==> config.mk <==
export PLATFORM = sky130hd
export DESIGN_NAME = mem_access_unit
export DESIGN_NICKNAME = d
export VERILOG_FILES = /design/src/rtl/mem_access_unit.sv
export SDC_FILE = /design/constraint.sdc
export NUM_CORES = 1
export LEC_CHECK = 0
export CAP_MARGIN = 20
export CORE_MARGIN = 2
export CORE_UTILIZATION = 65
export CTS_CLUSTER_SIZE = 25
export DETAILED_ROUTE_END_ITERATION = 10
export DONT_BUFFER_PORTS = 1
export HOLD_SLACK_MARGIN = 0.1
export PLACE_DENSITY = 0.81
export SLEW_MARGIN = 0
export SYNTH_ARGS = -nofsm -noshare
export SYNTH_HDL_FRONTEND = slang
export SYNTH_SLANG_ARGS = --single-unit
==> constraint.sdc <==
create_clock -name clk -period 9 [get_ports clk]
set_clock_uncertainty 0.05 [all_clocks]
set_input_delay 1.8 -clock clk [delete_from_list [all_inputs] [get_ports clk]]
set_output_delay 1.8 -clock clk [all_outputs]
set_load 0.02 [all_outputs]
==> src/rtl/mem_access_unit.sv <==
// Memory-access stage: forwards ALU results to writeback and runs LDR/STR
// through a single-outstanding request/acknowledge data-memory port with timeout.
module mem_access_unit #(
  parameter int N        = 32,
  parameter int MAX_WAIT = 15
) (
  input  logic         clk,
  input  logic         rst,
  input  logic         in_valid,
  output logic         in_ready,
  input  logic [4:0]   alu_ctrl,
  input  logic [N-1:0] alu_result,
  input  logic [N-1:0] store_data,
  input  logic [3:0]   rd_in,
  output logic         mem_req,
  output logic         mem_we,
  output logic [N-1:0] mem_addr,
  output logic [N-1:0] mem_wdata,
  input  logic         mem_ack,
  input  logic [N-1:0] mem_rdata,
  output logic         wb_valid,
  output logic         wb_we,
  output logic [3:0]   wb_rd,
  output logic [N-1:0] wb_data,
  output logic         mem_err
);

  localparam logic [4:0] OP_LDR    = 5'd17;
  localparam logic [4:0] OP_STR    = 5'd19;
  localparam logic [7:0] WAIT_LAST = 8'(MAX_WAIT - 1);

  typedef enum logic {IDLE = 1'b0, ACCESS = 1'b1} state_t;

  state_t         state_q, state_d;
  logic [7:0]     cnt_q, cnt_d;
  logic [N-1:0]   addr_q, addr_d;
  logic [N-1:0]   wdata_q, wdata_d;
  logic           we_q, we_d;
  logic [3:0]     rd_q, rd_d;
  logic           is_ldr_q, is_ldr_d;
  logic           wb_valid_q, wb_valid_d;
  logic           wb_we_q, wb_we_d;
  logic [3:0]     wb_rd_q, wb_rd_d;
  logic [N-1:0]   wb_data_q, wb_data_d;
  logic           err_q, err_d;

  logic           accept_s;
  logic           is_str_s;
  logic           is_mem_s;

  // Register-file write enable for non-memory opcodes (ALU ops write, jumps/others do not).
  function automatic logic op_writes_rf(input logic [4:0] op);
    return ((op >= 5'd1) && (op <= 5'd6)) || ((op >= 5'd9) && (op <= 5'd12));
  endfunction

  assign accept_s = in_valid && (state_q == IDLE);
  assign is_str_s = (alu_ctrl == OP_STR);
  assign is_mem_s = (alu_ctrl == OP_LDR) || is_str_s;

  // Next-state and registered-output computation.
  always_comb begin
    state_d    = state_q;
    cnt_d      = cnt_q;
    addr_d     = addr_q;
    wdata_d    = wdata_q;
    we_d       = we_q;
    rd_d       = rd_q;
    is_ldr_d   = is_ldr_q;
    wb_valid_d = 1'b0;
    wb_we_d    = 1'b0;
    wb_rd_d    = 4'd0;
    wb_data_d  = '0;
    err_d      = 1'b0;
    case (state_q)
      IDLE: begin
        if (accept_s && !is_mem_s) begin
          wb_valid_d = 1'b1;
          wb_we_d    = op_writes_rf(alu_ctrl);
          wb_rd_d    = rd_in;
          wb_data_d  = alu_result;
        end else if (accept_s && (alu_result[1:0] != 2'b00)) begin
          wb_valid_d = 1'b1;
          wb_rd_d    = rd_in;
          err_d      = 1'b1;
        end else if (accept_s) begin
          state_d  = ACCESS;
          cnt_d    = 8'd0;
          addr_d   = alu_result;
          we_d     = is_str_s;
          wdata_d  = is_str_s ? store_data : '0;
          rd_d     = rd_in;
          is_ldr_d = !is_str_s;
        end else begin
          state_d = IDLE;
        end
      end
      ACCESS: begin
        // An ack on the final wait cycle wins over the timeout.
        if (mem_ack || (cnt_q == WAIT_LAST)) begin
          state_d    = IDLE;
          cnt_d      = 8'd0;
          addr_d     = '0;
          wdata_d    = '0;
          we_d       = 1'b0;
          wb_valid_d = 1'b1;
          wb_rd_d    = rd_q;
          wb_we_d    = mem_ack && is_ldr_q;
          wb_data_d  = (mem_ack && is_ldr_q) ? mem_rdata : '0;
          err_d      = !mem_ack;
        end else begin
          cnt_d = cnt_q + 8'd1;
        end
      end
      default: begin
        state_d = IDLE;
      end
    endcase
  end

  // State and output registers with asynchronous reset.
  always_ff @(posedge clk or posedge rst) begin
    if (rst) begin
      state_q    <= IDLE;
      cnt_q      <= 8'd0;
      addr_q     <= '0;
      wdata_q    <= '0;
      we_q       <= 1'b0;
      rd_q       <= 4'd0;
      is_ldr_q   <= 1'b0;
      wb_valid_q <= 1'b0;
      wb_we_q    <= 1'b0;
      wb_rd_q    <= 4'd0;
      wb_data_q  <= '0;
      err_q      <= 1'b0;
    end else begin
      state_q    <= state_d;
      cnt_q      <= cnt_d;
      addr_q     <= addr_d;
      wdata_q    <= wdata_d;
      we_q       <= we_d;
      rd_q       <= rd_d;
      is_ldr_q   <= is_ldr_d;
      wb_valid_q <= wb_valid_d;
      wb_we_q    <= wb_we_d;
      wb_rd_q    <= wb_rd_d;
      wb_data_q  <= wb_data_d;
      err_q      <= err_d;
    end
  end

  assign in_ready  = (state_q == IDLE);
  assign mem_req   = (state_q == ACCESS);
  assign mem_we    = we_q;
  assign mem_addr  = addr_q;
  assign mem_wdata = wdata_q;
  assign wb_valid  = wb_valid_q;
  assign wb_we     = wb_we_q;
  assign wb_rd     = wb_rd_q;
  assign wb_data   = wb_data_q;
  assign mem_err   = err_q;

endmodule
Word-level counts from Yosys, hierarchy flattened
Index checks and enable logic that the tools add are counted.

Register bits: 118. Word-level logic and storage cells: 86. Input bits: 109. Output and inout bits: 106.

Multiplexer cells: 43. Equal/unequal tests: 7. $lt $le $gt $ge: 4. Add/subtract/negate cells: 1. Bitwise gates (word level): 3. Reduce and logical (&&, ||, !) cells: 16.

Operators by type and width (number): 32-bit 2-to-1 mux (11); 32-bit one-hot mux with 2 select lines (3); 8-bit 2-to-1 mux (4); 8-bit one-hot mux with 2 select lines (1); 1-bit 2-to-1 mux (15); 4-bit 2-to-1 mux (3); 5-bit == test (second input constant) (2); 1-bit one-hot mux with 2 select lines (5); 8-bit by 1-bit adder with 8-bit output (second input constant) (1); 8-bit by 4-bit == test with 1-bit output (second input constant) (1); 4-bit one-hot mux with 2 select lines (1); 4-bit AND reduction (2); 1-bit logical AND (6); 5-bit by 1-bit >= comparator with 1-bit output (second input constant) (1); 5-bit by 4-bit >= comparator with 1-bit output (second input constant) (1); 5-bit by 3-bit <= comparator with 1-bit output (second input constant) (1); 5-bit by 4-bit <= comparator with 1-bit output (second input constant) (1); 2-bit by 1-bit != test with 1-bit output (second input constant) (2); 2-bit != test (second input constant) (2); 1-bit zero test (3); 1-bit logical OR (3); 1-bit NOT (3); 3-bit AND reduction (1); 2-bit nonzero test (1).

Depth between registers and ports, before layout
Gate-level depths: netlist (run 1).

Depth in word-level cells: 6. Gate-level depth with buffers: 7.

Least setup slack after synthesis (run 1)
Ideal clock, no wire load.

Path type: in2reg. Start point: input port alu_ctrl[2]. End point: register wdata_q[0], in the netlist mem_wdata[0]. Required time: 8829 ps. Slack: 5843 ps. Arrival time: 2986 ps. Stages: 6. Setup time: 121 ps. Buffers on the path: 2. Cell sequence: and4bb_2 -> a31oi_4 -> or2_1 -> buf_2 -> buf_6 -> a22o_1.

Word-level cells in the longest chain between the ends: 6. Elaborated cells between the ends (all ways): 12. Those cells by class: eq/ne (3); mux (5); reduce/logical (4).

RTL lines: start, declared (RTL line 11) `input logic [4:0] alu_ctrl,`; 5-bit == test, on equally long branches (RTL line 57, 58); 32-bit 2-to-1 mux / 1-bit logical OR (equally long branches) (RTL line 90, 58); 32-bit 2-to-1 mux / 1-bit zero test (equally long branches) (RTL line 85, 76); 32-bit 2-to-1 mux / 1-bit logical AND (equally long branches) (RTL line 81, 76); 32-bit 2-to-1 mux / 2-bit != test (equally long branches); 32-bit one-hot mux with 2 select lines / 4-bit AND reduction (equally long branches); end signal, assigned (RTL line 139) `wdata_q <= wdata_d;`; end, declared (RTL line 37) `logic [N-1:0] wdata_q, wdata_d;`.

Parallel ways exist; a longest one is shown, timed or not. The select of a mux whose other input is x is not followed. A chain may end at the register's enable or synchronous reset.

Final worst setup path (run 1)
Start point: register state_q, in the netlist mem_req. End point: output port in_ready.

Word-level cells in the longest chain between the ends: 1.

RTL lines: start, declared (RTL line 34) `state_t state_q, state_d;`; start signal, assigned (RTL line 136) `state_q <= state_d;`; 1-bit NOT; end, declared (RTL line 10) `output logic in_ready,`.

Every way passes these cells.

==> summary.txt, run 1 <==
critical register-to-register path endpoint: mem_wdata[14]
Min-Delay Path Depth: 1
Rows: 30
Achievable Freq: 0.311 GHz
crit path cell chain: inv_1
Global Route Usage Sum: 26.6%
Final Worst Setup Slack: 5.79 ns
clock share of power: 49.6%
Worst Reg2Reg Path Length in Cells: 6
CP Data Arrival Time: 1.36 ns
hold endpoint: rd_q[1]
top cells by area, synth: dfrtp_1, a22o_1, mux2i_1, o21ai_0, mux2_2
Place WS: 4.90 ns
Hold-fix buffers, CTS: 0
Die Y: 87.2 um
Avg Vias per Cell: 6.78
Antenna Nets Post-Route: 0
pwr dens: 280 mW/mm^2
register area share after synthesis: 65.7%
Syn Nets: 428
synthesized instance count: 317
CTS resizes: 0
Async SR Flop Fraction: 100%
Synth cell types: 38
Die ar.: 0.00760 mm^2
max cap viols: 0
RSZ-0062 raised after global routing: no
Final setup viols: 0
Worst Max-Slew Pin Slew: 0.725 ns
clock sink count: 118
layout cells sized above 1: 15.9%
WP buf/inv: 1
first-pass GRT wire length: 15000 um
final hold violation count: 0
core footprint: 0.00676 mm^2
Yosys Warn Count: 0
clock buffer count from CTS: 17
Avg Cell Area, Syn: 14.2 um^2
vias in the first global route: 2821
most common library cell in the layout ignoring fill and taps: dfrtp_1
P_leak: 2.51 nW
nets: 432
Yosys reg bits: 118
GR Overflow Total: 0
worst skew pair latency: 0.50 ns
GPL Wtd Cong: 0.838
HP Class: flip-flop to flip-flop
DRC errors left: 0
synthesized cell area: 0.00450 mm^2
post-CTS setup repair buffer count: 0
crit-path max cell delay: 0.64 ns
status: completed
final cycle utilization of the critical path: 35.7%
Total Wirelength: 10500 um
Synth area leader: dfrtp_1
Initial DRT Pass Iterations: 5
most frequent cells in the layout: dfrtp_1, a22o_1, clkbuf_16
htree depth: 4
Crit Path Class: flip-flop to output port
Worst setup SP type: flip-flop
Hold Startpoint: rd_q[1]
port bufs: 0
largest net degree at the start of global routing: 84
Slew HR: 50.4%
Initial DRC Count: 167
Tmin final: 3.21 ns
Setup crit end kind: output port
WP data required: 7.15 ns
fin. max-slew vios: 0
routed via count: 2805
Top Family by Delay on Critical Path: flip-flops
r2r setup slk: 6.60 ns
combinational power share: 5.2%
Ports: 215
CP max FO: 10
die width: 87.2 um
Switch Pwr: 0.361 mW
number of flops mapped to enable cells by yosys: 0
P_int: 1.10 mW
ANT cells: 0
hpwl dp: 6730 um
peak supply drop: 0.207 mV
worst r2r src: mem_req
Post-Route Utilization: 77.4%
Slowest cell on crit path: dfrtp_1
area delta synth->final: 16.3%
top cell type's share of synthesized area: 65.7%
Synth Flop Type: dfrtp_1
Clock transition at path regs: 0.06 ns
Fin Setup TNS: 0 ns
CTS tree: yes
initial antenna violation count: 0
drt wl/cell: 25.4 um
sequential power share: 45.2%
clock tree buffer depth: 2
overall power: 1.46 mW
clock root cell: clkbuf_8
Initial Utilization: 66.6%
sw frac: 24.7%
[cell type report]
type / count / area (um^2)
clock buffer: 18 / 428
clock inverter: 14 / 220
fill: 410 / 1530
inverter: 9 / 36.3
multi-input combinational: 168 / 1390
sequential: 118 / 2950
tap: 80 / 100
timing repair buffer: 7 / 105
[worst max path at each step]
| stage | start | end | slack (ns) | cells after the start |
|---|---|---|---|---|
| 3_3_place_gp | alu_ctrl[2] | mem_wdata[0] | 5.09 | 5 |
| 3_5_place_dp | alu_ctrl[2] | mem_wdata[6] | 4.90 | 5 |
| 2_1_floorplan | rst | cnt_q[0] | 4.02 | 1 |
| 6_report | mem_req | in_ready | 5.79 | 1 |
| 4_1_cts | alu_ctrl[2] | mem_wdata[24] | 5.40 | 5 |
| 5_1_grt | mem_req | in_ready | 5.73 | 1 |
[synth_stat cells, types with 2 or more instances]
library cell  instances
and2_1                4
nand2_1              10
ha_1                  2
buf_6                 3
clkbuf_1              9
and4_1                2
nand2b_1              3
a22o_1               95
nand3_1               3
or3_1                 2
xor2_1                2
nor2_1                2
nand4_1               2
inv_1                 9
or2_2                 2
mux2_2                4
buf_2                 7
buf_4                 3
dfrtp_1             118
o21ai_0               9
mux2i_1               5
a21oi_1               5
[sequential cells by signal, summed over array words and instances (netlist names)]
signal and cells:
mem_wdata 32, wb_we 1, is_ldr_q 1, cnt_q 8
mem_err 1, mem_addr 32, mem_req 1, wb_data 32
wb_rd 4, mem_we 1, wb_valid 1, rd_q 4
[kinds of logic (layout without fill, tap and decap cells)]
group / count (synthesis) / after routing / synth area share (%)
AO/OA/AOI/OAI: 117 / 117 / 22.2
XOR/XNOR: 2 / 2 / 0.390
adder cells (fa/ha/maj): 3 / 3 / 0.779
buffers and inverters: 31 / 48 / 3.53
flip-flops: 118 / 118 / 65.7
multiplexers: 9 / 9 / 2.11
AND/OR/NAND/NOR: 37 / 37 / 5.29
[power by group through the flow]
stage                     registers, mW  logic (mW)  clock network (mW)
after global routing              0.665      0.0858               0.763
after detailed placement          0.669      0.0742                   0
after CTS                         0.660      0.0749               0.733
final                             0.661      0.0761               0.726
after floorplan                   0.657      0.0622                   0
after global placement            0.668      0.0692                   0
[per-stage QoR]
step                      cell area (um^2)  std cells  hold slack [ns]
after floorplan                       4500        317            0.419
after CTS                             5150        411            0.464
after global placement                4510        379            0.431
final                                 5230        414            0.463
after detailed placement              4510        379            0.451
after global routing                  5230        414            0.478
[layer usage]
metal | GRT usage (%) | share of wire [%] | vias to the layer above
li1 | - | - | 1203
met1 | 33.7 | 39 | 1434
met2 | 43.8 | 52 | 154
met3 | 8.34 | 7.6 | 14
met4 | 8.67 | 1.2 | 0
met5 | 0 | 0 | -
Note: power is estimated with default switching activity, not from simulation.
==> inputs of run 2 (changes only) <==
--- a/config.mk
+++ b/config.mk
@@ -7,12 +7,12 @@
 export LEC_CHECK = 0
 export CAP_MARGIN = 20
 export CORE_MARGIN = 2
-export CORE_UTILIZATION = 65
+export CORE_UTILIZATION = 62
 export CTS_CLUSTER_SIZE = 25
 export DETAILED_ROUTE_END_ITERATION = 10
 export DONT_BUFFER_PORTS = 1
 export HOLD_SLACK_MARGIN = 0.1
-export PLACE_DENSITY = 0.81
+export PLACE_DENSITY = 0.78
 export SLEW_MARGIN = 0
 export SYNTH_ARGS = -nofsm -noshare
 export SYNTH_HDL_FRONTEND = slang
==> constraint.sdc (replaced) <==
create_clock -name clk -period 3.2 [get_ports clk]
set_clock_uncertainty 0.05 [all_clocks]
set_input_delay 0.64 -clock clk [delete_from_list [all_inputs] [get_ports clk]]
set_output_delay 0.64 -clock clk [all_outputs]
set_load 0.02 [all_outputs]
==> run 2 against run 1 <==
Effect of this change:
- clock-buffer cell count increased by 1
- critical path type is now flip-flop to flip-flop
- first-iteration DRC count increased by 4.2%
- combinational power increased to 2.8 times the previous value
- flip-flop and latch count unchanged
- non-clock buffer count increased by 2
- largest power group unchanged
- routed wire length decreased by 6.7%
- clock power increased to 2.6 times the previous value
- via count increased by 0.25%
- design area decreased by 0.84%
==> summary.txt, run 2 (synthesized netlist as in run 1, its figures left out) <==
status: completed
area delta synth->final: 15.3%
fin. max-slew vios: 0
Tmin final: 2.28 ns
Worst setup SP type: flip-flop
Hold Startpoint: alu_ctrl[1]
Slowest cell on crit path: dfrtp_1
Initial DRT Pass Iterations: 4
GPL Wtd Cong: 0.837
Initial Utilization: 63.0%
CP Data Arrival Time: 2.65 ns
pwr dens: 765 mW/mm^2
crit-path max cell delay: 0.63 ns
Slew HR: 46.6%
worst skew pair latency: 0.49 ns
Min-Delay Path Depth: 1
largest net degree at the start of global routing: 63
WP data required: 3.57 ns
htree depth: 4
Global Route Usage Sum: 24.0%
critical register-to-register path endpoint: mem_wdata[16]
nets: 434
vias in the first global route: 2708
initial antenna violation count: 0
ANT cells: 0
Setup crit end kind: flip-flop
CP max FO: 62
die width: 89.2 um
P_leak: 2.47 nW
Achievable Freq: 0.439 GHz
final cycle utilization of the critical path: 71.3%
clock root cell: clkbuf_8
Avg Vias per Cell: 6.46
Finished Layout Cells: 435
hold endpoint: is_ldr_q
core footprint: 0.00714 mm^2
Initial DRC Count: 174
worst r2r src: mem_req
Worst Max-Slew Pin Slew: 0.800 ns
Antenna Nets Post-Route: 0
Worst Reg2Reg Path Length in Cells: 5
CTS tree: yes
Ports: 215
GR Overflow Total: 0
first-pass GRT wire length: 14200 um
crit path cell chain: nand2b_1 > a41oi_4 > or2_2 > buf_4 > a22o_1
Place WS: 0.923 ns
DRC errors left: 0
peak supply drop: 0.513 mV
hpwl dp: 6770 um
Post-Place Cells: 402
routed via count: 2812
Die ar.: 0.00795 mm^2
most common library cell in the layout ignoring fill and taps: dfrtp_1
Total Wirelength: 9820 um
Clock transition at path regs: 0.06 ns
clock sink count: 118
Crit Path Class: flip-flop to flip-flop
r2r setup slk: 0.92 ns
Final Worst Setup Slack: 0.920 ns
Rows: 31
final hold violation count: 0
layout cells sized above 1: 15.5%
drt wl/cell: 22.6 um
CTS resizes: 0
clock buffer count from CTS: 17
Final setup viols: 0
HP Class: input port to flip-flop
most frequent cells in the layout: dfrtp_1, a22o_1, clkbuf_16
clock tree buffer depth: 2
Die Y: 89.2 um
max cap viols: 0
RSZ-0062 raised after global routing: no
Fin Setup TNS: 0 ns
port bufs: 0
[run 2: cell types whose count changed in the layout (fill, tap and decap cells not counted), moves of 2 or more]
| cell | previous run | this run |
|---|---|---|
| clkinv_2 | 2 | 4 |
| clkinvlp_4 | 1 | 4 |
| inv_6 | 3 | 1 |
| buf_16 | 2 | 0 |
| buf_4 | 4 | 7 |
| clkbuf_1 | 0 | 2 |
| clkinv_4 | 3 | 1 |
[run 2: worst max-delay path by stage]
stage | from | end | slack, ns | cells past startpoint
2_1_floorplan | rst | cnt_q[0] | 1.07 | 1
3_3_place_gp | alu_ctrl[2] | mem_addr[24] | 0.97 | 5
3_5_place_dp | alu_ctrl[2] | mem_wdata[12] | 0.92 | 5
4_1_cts | mem_req | mem_wdata[16] | 0.91 | 5
5_1_grt | mem_req | mem_wdata[3] | 0.78 | 5
6_report | mem_req | mem_wdata[16] | 0.92 | 5
[run 2: what timing repair did]
action                     in CTS  in global routing
setup buffers                   0                  0
hold endpoints to repair       31                  0
hold buffers                    1                  0
setup endpoints to repair       0                  0
[run 2: worst max-delay path, delay by kind of cell, from the launching register on]
kind            cells  cell delay (ns)
buf+inv             1             0.49
simple gates        2             0.39
flops               1             0.63
compound gates      2             0.61
[run 2: metal layers]
metal	wire, um	part of all wire [%]	GRT usage, %
met1	3830	39	30.9
met4	87	0.89	8.28
met3	923	9.4	8.31
met2	4990	51	38.2
met5	0	0	0
[run 2: through the flow]
| stage | instance area, um^2 | power, mW | hold slack (ns) | util [%] |
|---|---|---|---|---|
| 6_report | 5190 | 3.97 | 0.189 | 72.7 |
| 2_1_floorplan | 4500 | 2.02 | 0.419 | - |
| 4_1_cts | 5190 | 4.00 | 0.163 | 72.7 |
| 5_1_grt | 5190 | 4.13 | 0.177 | 72.7 |
| 3_5_place_dp | 4570 | 2.09 | 0.436 | 64.1 |
| 3_3_place_gp | 4570 | 2.08 | 0.430 | 64.1 |
[run 2: layout make-up]
cell class	count	area (um^2)
timing repair buffer	9	82.6
clock inverter	13	180
multi-input combinational	168	1390
clock buffer	19	422
inverter	9	37.5
sequential	118	2950
fill	489	1950
tap	99	124
[run 2: where the power goes]
part	total, mW	switching (mW)	internal [mW]
clock network	1.90	0.635	1.26
logic	0.211	0.104	0.108
registers	1.86	0.236	1.62
==> inputs of run 3 (changes only) <==
--- a/config.mk
+++ b/config.mk
@@ -7,12 +7,12 @@
 export LEC_CHECK = 0
 export CAP_MARGIN = 20
 export CORE_MARGIN = 2
-export CORE_UTILIZATION = 62
+export CORE_UTILIZATION = 56
 export CTS_CLUSTER_SIZE = 25
 export DETAILED_ROUTE_END_ITERATION = 10
 export DONT_BUFFER_PORTS = 1
 export HOLD_SLACK_MARGIN = 0.1
-export PLACE_DENSITY = 0.78
+export PLACE_DENSITY = 0.74
 export SLEW_MARGIN = 0
 export SYNTH_ARGS = -nofsm -noshare
 export SYNTH_HDL_FRONTEND = slang
==> constraint.sdc (replaced) <==
create_clock -name clk -period 2.05 [get_ports clk]
set_clock_uncertainty 0.05 [all_clocks]
set_input_delay 0.41 -clock clk [delete_from_list [all_inputs] [get_ports clk]]
set_output_delay 0.41 -clock clk [all_outputs]
set_load 0.02 [all_outputs]
==> run 3 against run 2 <==
Effect of this change:
- synthesized cell count is the same
- area after synthesis is the same
- the run now fails in clock tree synthesis
==> summary.txt, run 3 <==
synth cell count leaders: dfrtp_1, a22o_1, nand2_1
top cells by area, synth: dfrtp_1, a22o_1, mux2i_1, o21ai_0, mux2_2
Synth area leader: dfrtp_1
hpwl dp: 7220 um
post-CTS setup repair buffer count: 0
Hold-fix buffers, CTS: 101
Yosys Warn Count: 0
number of flops mapped to enable cells by yosys: 0
Synth Flop Type: dfrtp_1
Initial Utilization: 57.9%
Rows: 32
die width: 93.6 um
GPL Wtd Cong: 0.807
Synth cell types: 38
clock sink count: 118
most common cell in the synthesized netlist: dfrtp_1
Yosys reg bits: 118
clock tree buffer depth: 2
clock root cell: clkbuf_8
clock buffer count from CTS: 17
synthesized instance count: 317
port bufs: 0
top cell type's share of synthesized area: 65.7%
Post-Place Cells: 410
Syn Nets: 428
Ports: 215
Die Y: 93.6 um
Avg Cell Area, Syn: 14.2 um^2
register area share after synthesis: 65.7%
Failed at: clock tree synthesis
tool error: [ERROR RSZ-0060] Max buffer count reached.
status: stopped before the end
Async SR Flop Fraction: 100%
CTS resizes: 0
synthesized cell area: 0.00450 mm^2
htree depth: 4
run 3: cell counts after synthesis:
Identical to the previous run, type by type.
run 3: stage by stage:
step | area, um^2 | util [%] | worst slack, ns
after detailed placement | 4680 | 60.2 | 0.197
after global placement | 4680 | 60.2 | 0.235
after floorplan | 4500 | - | 0.149
run 3: logic make-up after synthesis:
group	count (synthesis)	share of synthesized area, %
flip-flops	118	65.7
XOR/XNOR	2	0.390
AND/OR/NAND/NOR	37	5.29
AO/OA/AOI/OAI	117	22.2
buffers and inverters	31	3.53
multiplexers	9	2.11
adder cells (fa/ha/maj)	3	0.779
==> inputs of run 4 (changes only) <==
--- a/config.mk
+++ b/config.mk
@@ -7,12 +7,10 @@
 export LEC_CHECK = 0
 export CAP_MARGIN = 20
 export CORE_MARGIN = 2
-export CORE_UTILIZATION = 56
-export CTS_CLUSTER_SIZE = 25
+export CORE_UTILIZATION = 40
 export DETAILED_ROUTE_END_ITERATION = 10
 export DONT_BUFFER_PORTS = 1
-export HOLD_SLACK_MARGIN = 0.1
-export PLACE_DENSITY = 0.74
+export PLACE_DENSITY_LB_ADDON = 0.15
 export SLEW_MARGIN = 0
 export SYNTH_ARGS = -nofsm -noshare
 export SYNTH_HDL_FRONTEND = slang
==> constraint.sdc (replaced) <==
create_clock -name clk -period 2.65 [get_ports clk]
set_clock_uncertainty 0.05 [all_clocks]
set_input_delay 0.53 -clock clk [delete_from_list [all_inputs] [get_ports clk]]
set_output_delay 0.53 -clock clk [all_outputs]
set_load 0.02 [all_outputs]
==> run 4 against run 3 <==
Effect of this change:
- the flow now finishes, with violations (hold timing)
==> summary.txt, run 4 (synthesized netlist as in run 1, its figures left out) <==
status: finished with violations
failing checks: hold timing
crit-path max cell delay: 0.46 ns
critical register-to-register path endpoint: mem_wdata[5]
Critical Path Source: cnt_q[4]
Hold-fix buffers, CTS: 0
port bufs: 0
pwr dens: 975 mW/mm^2
htree depth: 4
Total Wirelength: 10500 um
Initial DRC Count: 213
Switch Pwr: 1.17 mW
Achievable Freq: 0.491 GHz
Die Y: 110 um
peak supply drop: 0.584 mV
Clock transition at path regs: 0.05 ns
crit path capture: mem_wdata[5]
CP Data Arrival Time: 2.39 ns
final hold violation count: 18
CTS tree: yes
Worst Max-Slew Pin Slew: 0.662 ns
layout filler cell count: 964
post-CTS setup repair buffer count: 0
Worst setup SP type: flip-flop
max cap viols: 0
Ports: 215
layout cells sized above 1: 16.0%
Place WS: 0.554 ns
sequential power share: 42.9%
nets: 435
Slowest cell on crit path: dfrtp_1
vias in the first global route: 2796
Final setup viols: 0
routed via count: 2718
Slew HR: 55.8%
core footprint: 0.0109 mm^2
P_int: 4.05 mW
Avg Vias per Cell: 5.70
worst skew pair latency: 0.52 ns
CTS resizes: 0
Fin Setup TNS: 0 ns
clock tree buffer depth: 2
most common library cell in the layout ignoring fill and taps: dfrtp_1
Antenna Nets Post-Route: 0
worst r2r src: cnt_q[4]
initial antenna violation count: 0
Worst Reg2Reg Path Length in Cells: 5
most frequent cells in the layout: dfrtp_1, a22o_1, clkbuf_16
Tmin final: 2.04 ns
clock root cell: clkbuf_8
clock share of power: 52.3%
final cycle utilization of the critical path: 76.9%
hpwl dp: 7220 um
Initial DRT Pass Iterations: 4
r2r setup slk: 0.61 ns
clock sink count: 118
die width: 110 um
fin. max-slew vios: 0
combinational power share: 4.8%
area delta synth->final: 19.1%
CP max FO: 32
Fin Hold WS: -0.0127 ns
crit path cell chain: nor3_4 > a41oi_4 > or2_2 > buf_4 > a22o_1
RSZ-0062 raised after global routing: no
Setup crit end kind: flip-flop
ANT cells: 0
largest net degree at the start of global routing: 119
Initial Utilization: 41.3%
drt wl/cell: 22.0 um
P_leak: 2.54 nW
GPL Wtd Cong: 0.701
Crit Path Class: flip-flop to flip-flop
first-pass GRT wire length: 15200 um
Die ar.: 0.0121 mm^2
WP data required: 3.00 ns
Final Worst Setup Slack: 0.612 ns
sw frac: 22.5%
Rows: 38
clock buffer count from CTS: 17
DRC errors left: 0
Global Route Usage Sum: 17.1%
HP Class: input port to asynchronous set/reset pin
GR Overflow Total: 0
run 4: final cells by class:
cell class | instances | area (um^2) | area share (%)
Inverter | 9 | 37.5 | 0.701
Tap cell | 140 | 175 | 3.27
Multi-Input combinational cell | 168 | 1390 | 25.9
Clock buffer | 25 | 504 | 9.42
Sequential cell | 118 | 2950 | 55.1
Clock inverter | 7 | 210 | 3.93
Timing Repair Buffer | 10 | 87.6 | 1.64
run 4: worst min path at each step:
stage / start / end / slack, ns / cells after the start
floorplan: rd_q[0] / wb_rd[0] / 0.42 / 1
finish: rst / mem_wdata[1] / -0.01 / 2
CTS: rst / mem_wdata[1] / 0.03 / 2
global placement: rd_q[0] / wb_rd[0] / 0.43 / 1
detailed placement: rd_q[2] / wb_rd[2] / 0.44 / 1
global route: alu_ctrl[1] / is_ldr_q / 0.03 / 1
run 4: layer usage:
layer / vias to the layer above / track usage [%] / part of all wire (%)
li1: 1207 / - / -
met1: 1347 / 20.9 / 39
met2: 148 / 26.8 / 49
met3: 16 / 7.00 / 10
met4: 0 / 7.05 / 1.4
met5: - / 0 / 0
run 4: power by group through the flow:
| stage | clock network (mW) | logic, mW | registers [mW] |
|---|---|---|---|
| after floorplan | 0 | 0.212 | 2.23 |
| after global placement | 0 | 0.246 | 2.27 |
| after detailed placement | 0 | 0.257 | 2.27 |
| after CTS | 2.78 | 0.259 | 2.24 |
| after global routing | 2.88 | 0.286 | 2.26 |
| final | 2.73 | 0.251 | 2.24 |
run 4: through the flow:
stage	instance area (um^2)	instances	hold slack, ns	power, mW	utilization, %
after floorplan	4500	317	0.419	2.44	-
after global placement	4640	445	0.431	2.52	42.6
after detailed placement	4640	445	0.444	2.53	42.6
after CTS	5360	477	0.0272	5.28	49.2
after global routing	5360	477	0.0305	5.43	49.2
final	5360	477	-0.0127	5.22	49.2
run 4: worst max-delay path: cells and delay by family (launching register included):
family	cells	cell delay, ns
and+or+nand+nor	2	0.64
DFF	1	0.46
buffers and inverters	1	0.25
AOI/OAI and AO/OA	2	0.50
